===== config.mk =====
export PLATFORM = sky130hd
export DESIGN_NAME = pwm_deadtime
export DESIGN_NICKNAME = d
export VERILOG_FILES = /design/src/rtl/pwm_deadtime.sv
export SDC_FILE = /design/constraint.sdc
export NUM_CORES = 1
export LEC_CHECK = 0
export ABC_AREA = 1
export BUFFER_PORTS_ARGS = -buffer_cell sky130_fd_sc_hd__clkbuf_2
export CAP_MARGIN = 20
export CORE_MARGIN = 3
export CORE_UTILIZATION = 54
export DETAILED_ROUTE_END_ITERATION = 8
export GPL_TIMING_DRIVEN = 0
export MAX_ROUTING_LAYER = met4
export PLACE_DENSITY = 0.76
export REMOVE_ABC_BUFFERS = 1
export SLEW_MARGIN = 5
export SYNTH_ARGS = -nofsm -noshare
export SYNTH_HDL_FRONTEND = slang
export SYNTH_SLANG_ARGS = --single-unit

===== constraint.sdc =====
create_clock -name clk_i -period 1.2 [get_ports clk_i]
set_input_delay 0 -clock clk_i [delete_from_list [all_inputs] [get_ports clk_i]]
set_output_delay 0 -clock clk_i [all_outputs]
set_load 0.03 [all_outputs]

===== src/rtl/pwm_deadtime.sv =====
// Complementary hi/lo drive per PWM channel with a programmable dead band and a sticky fault kill.
// Latency: output side change D+2 edges after pwm_i is sampled, disable/fault kill next edge; no backpressure.
module pwm_deadtime #(
  parameter int CHANNELS = 3,
  parameter int DT_WIDTH = 8
) (
  input  logic                clk_i,
  input  logic                rst_i,
  input  logic [CHANNELS-1:0] pwm_i,
  input  logic [CHANNELS-1:0] enable_i,
  input  logic [DT_WIDTH-1:0] deadtime_i,
  input  logic                fault_i,
  input  logic                fault_clr_i,
  output logic [CHANNELS-1:0] out_hi_o,
  output logic [CHANNELS-1:0] out_lo_o,
  output logic                fault_o
);

  typedef enum logic [2:0] {
    ST_OFF,
    ST_LO,
    ST_HI,
    ST_DT_HI,
    ST_DT_LO
  } state_t;

  state_t                     state_q [CHANNELS];
  state_t                     state_d [CHANNELS];
  logic [CHANNELS-1:0][DT_WIDTH-1:0] cnt_q;
  logic [CHANNELS-1:0][DT_WIDTH-1:0] cnt_d;
  logic [CHANNELS-1:0]        pwm_q;
  logic [CHANNELS-1:0]        gate;

  // fault_i is folded in directly so a fault kills outputs on the same edge it is sampled
  assign gate = enable_i & {CHANNELS{~fault_o & ~fault_i}};

  always_comb begin
    for (int n = 0; n < CHANNELS; n++) begin
      state_d[n] = state_q[n];
      cnt_d[n]   = cnt_q[n];
      if (!gate[n]) begin
        state_d[n] = ST_OFF;
      end else begin
        case (state_q[n])
          ST_OFF: begin
            state_d[n] = pwm_q[n] ? ST_DT_HI : ST_DT_LO;
            cnt_d[n]   = deadtime_i;
          end
          ST_LO: begin
            if (pwm_q[n]) begin
              state_d[n] = ST_DT_HI;
              cnt_d[n]   = deadtime_i;
            end
          end
          ST_HI: begin
            if (!pwm_q[n]) begin
              state_d[n] = ST_DT_LO;
              cnt_d[n]   = deadtime_i;
            end
          end
          ST_DT_HI: begin
            // an early reversal restarts the band toward the other side
            if (!pwm_q[n]) begin
              state_d[n] = ST_DT_LO;
              cnt_d[n]   = deadtime_i;
            end else if (cnt_q[n] == '0) begin
              state_d[n] = ST_HI;
            end else begin
              cnt_d[n] = cnt_q[n] - DT_WIDTH'(1);
            end
          end
          ST_DT_LO: begin
            if (pwm_q[n]) begin
              state_d[n] = ST_DT_HI;
              cnt_d[n]   = deadtime_i;
            end else if (cnt_q[n] == '0) begin
              state_d[n] = ST_LO;
            end else begin
              cnt_d[n] = cnt_q[n] - DT_WIDTH'(1);
            end
          end
          default: state_d[n] = ST_OFF;
        endcase
      end
    end
  end

  always_ff @(posedge clk_i) begin
    if (rst_i) begin
      pwm_q    <= '0;
      out_hi_o <= '0;
      out_lo_o <= '0;
      fault_o  <= 1'b0;
      for (int n = 0; n < CHANNELS; n++) begin
        state_q[n] <= ST_OFF;
        cnt_q[n]   <= '0;
      end
    end else begin
      pwm_q <= pwm_i;
      if (fault_i) begin
        fault_o <= 1'b1;
      end else if (fault_clr_i) begin
        fault_o <= 1'b0;
      end
      // outputs decoded from next state so they register together with it
      for (int n = 0; n < CHANNELS; n++) begin
        state_q[n]  <= state_d[n];
        cnt_q[n]    <= cnt_d[n];
        out_hi_o[n] <= (state_d[n] == ST_HI);
        out_lo_o[n] <= (state_d[n] == ST_LO);
      end
    end
  end

endmodule


==> results.md <==
* Gr ovfl total at 0
* Total CTS buffers at 5
* Largest net degree at the start of global routing at 25
* Commonest non-fill, non-tap cell in the layout: nand2_1
* Clock skew at 0.0136 ns
* Worst setup margin at -0.243 ns
* Worst path max stage delay at 0.34 ns
* P&R area growth vs syn at 48.7%
* Setup_tns at -5.60 ns
* Post-synth EDFFs at 0
* # DRC at 0
* Dpl cells at 530
* Post-DR vias/cell at 6.01
* Startpoint Class: flip-flop
* CTS sink count at 43
* Die H at 77.2 um
* CTS Root Cell: clkbuf_8
* Floorplan row count at 25
* Synth cell types at 31
* Synthesized cell area at 0.00274 sq mm
* CP max stage cell: dfxtp_2
* Final Hold Viols at 0
* Wirelength per Cell at 17.1 um
* # IOs at 25
* Crit path top cell by count: nand2_2
* Final Core Density at 84.4%
* Unrepaired setup endpoints after global routing: true
* First-pass GRT wire length at 14900 um
* PwrDens at 1020 mW/mm^2
* CTS tree: done
* Worst path required time at 1.36 ns
* DRT iter0 DRCs at 466
* Die Area at 0.00596 sq mm
* Failing checks: setup timing
* Worst min-delay path class: input pin to flip-flop
* Ys flop type: dfxtp_1
* Layout cell share with drive strength beyond 1 at 43.1%
* Sequential fraction of the synthesis area at 31.5%
* Max cap viols at 0
* Post-Layout Cell Count at 603
* Clk buf depth at 2
* Most frequent cells in the layout: 91 x nand2_1, 47 x inv_1, 44 x buf_4
* Post-route ant nets at 0
* Ratio of final minimum period to clock period at 120%
* Via total after detailed routing at 3625
* Setup Crit Path Kind: flip-flop to flip-flop
* Min Hold Slack at 0.0408 ns
* Final nets at 558
* Detailed Route WL at 10300 um
* Pleak at 1.96 nW
* Slew HR at 47.7%
* DRT Pass-1 Iters at 7
* Initial Util at 56.8%
* Cells after Synth at 444
* Number of synthesized register bits at 43
* Async SR Flop Fraction at 0%
* # diodes at 0
* Tmin final at 1.44 ns
* Slew of the pin with the lowest slew margin at 0.785 ns
* Port Buffers at 24
* Clock latency on the worst-skew pair at 0.31 ns
* GP Congestion at 0.916
* Peak VDD IR at 859 uV
* Buffers & Inverters on Critical Path at 3
* CORE AREA at 0.00482 sq mm
* Top delay family on crit path: simple AND/OR/NAND/NOR gates
* Fmax at 0.693 GHz
* Pre-CTS setup slack at -0.320 ns
* Avg Inst Size Synth at 6.16 sq um
* Die W at 77.2 um
* Warnings from Yosys at 0
* Setup-failing EPs final at 36
* Clock Pin Slew Worst Setup and Hold Paths at 0.09 ns
* Total GRT Usage at 31.2%
* Vias in the first global route at 3244
* CP cell instances: inv_2, ha_4, inv_4, nor3_4, nand2_4, buf_6, nand3_2, nand2_2, nand2_2, a21oi_2
* DP HPWL at 4750 um
* Crit. End Element: flip-flop
* Status: finished with violations
* Clock H-tree levels at 2
* Worst-path fanout max at 6
* Max Transition Viols Final at 0
* Arrival @ worst endpoint at 1.60 ns
* Initial antenna violation count at 0
[registers in the layout, summed over array words and instances, names as in the netlist]
signal    count
pwm_q         3
state_q       9
cnt_q        24
out_hi_o      3
out_lo_o      3
fault_o       1
[cell type report]
| type | instances | area (sq um) |
|---|---|---|
| Clock inverter | 2 | 35.0 |
| Tap cell | 67 | 83.8 |
| Clock buffer | 6 | 82.6 |
| Fill cell | 272 | 749 |
| Inverter | 79 | 324 |
| Timing Repair Buffer | 86 | 663 |
| Sequential cell | 43 | 903 |
| Multi-Input combinational cell | 320 | 1980 |
[report_power, final]
part,leakage (nW),internal [mW],switching (mW),total [mW]
logic,1.53,0.555,0.799,1.35
registers,0.362,1.50,0.0877,1.58
clock network,0.0612,0.675,0.540,1.21
[path summary, 6_finish.rpt]
| kind | startpoint | end | slack [ns] | depth (start not counted) |
|---|---|---|---|---|
| worst max-delay path | cnt_q[8]$_SDFFE_PP0P_ | cnt_q[10]$_SDFFE_PP0P_ | -0.24 | 10 |
| worst min-delay path | enable_i[1] | out_hi_o[1]$_SDFF_PP0_ | 0.04 | 4 |
| worst max register to register | cnt_q[8]$_SDFFE_PP0P_ | cnt_q[10]$_SDFFE_PP0P_ | -0.24 | 10 |
| worst min register to register | cnt_q[17]$_SDFFE_PP0P_ | cnt_q[17]$_SDFFE_PP0P_ | 0.51 | 2 |
[stage by stage]
| stage | instance area (sq um) | total power, mW |
|---|---|---|
| final | 4070 | 4.15 |
| after detailed placement | 2910 | 2.34 |
| after global placement | 2910 | 2.33 |
| after floorplan | 2710 | 2.14 |
| after CTS | 3780 | 3.89 |
| after global routing | 4070 | 4.29 |
[synthesized netlist by cell type, types with 2 or more instances]
| cell | number | area (sq um) |
|---|---|---|
| inv_2 | 6 | 22.5 |
| clkbuf_1 | 2 | 7.51 |
| ha_1 | 5 | 62.6 |
| nand4_1 | 12 | 75.1 |
| o211ai_1 | 2 | 15.0 |
| dfxtp_1 | 43 | 861 |
| a211oi_1 | 3 | 22.5 |
| nand2_2 | 8 | 50.1 |
| a21oi_1 | 28 | 140 |
| nor3_1 | 3 | 15.0 |
| nand3_1 | 44 | 220 |
| nor2_4 | 4 | 45.0 |
| o21ai_1 | 6 | 30.0 |
| nor2_1 | 51 | 191 |
| inv_1 | 72 | 270 |
| nand3b_1 | 2 | 15.0 |
| xor2_1 | 2 | 17.5 |
| nand2_1 | 107 | 402 |
| o21ai_0 | 21 | 105 |
| nor2_2 | 11 | 68.8 |
| xnor2_1 | 2 | 17.5 |
[metal layers]
layer	global-route usage [%]	part of all wire [%]
met1	36.2	37
met2	55.2	48
met3	4.23	9.6
met4	10.1	5.3
met5	-	0
[worst register-to-register path, stage by stage, from the launching register on]
cell,delay (ns)
dfxtp_2,0.34
inv_2,0.08
ha_4,0.15
inv_4,0.04
nor3_4,0.17
nand2_4,0.12
buf_6,0.15
nand3_2,0.07
nand2_2,0.06
nand2_2,0.08
a21oi_2,0.05
[timing repair]
| item | in CTS | in global routing |
|---|---|---|
| setup endpoints to repair | 36 | 38 |
| pin swaps | 46 | 31 |
| hold buffers | 6 | 0 |
| buffers inserted | 42 | 15 |
| hold endpoints to repair | 6 | 0 |
| resized for setup | 119 | 56 |
| gates cloned | 3 | 0 |
[kinds of logic after synthesis]
logic type / Yosys count / share of synthesized area, %
compound gates: 63 / 12.3
simple gates: 245 / 40.6
buf+inv: 84 / 12.0
fa+ha+maj: 5 / 2.29
xor+xnor: 4 / 1.28
flops: 43 / 31.5
Power figures use the tool's default switching activity.
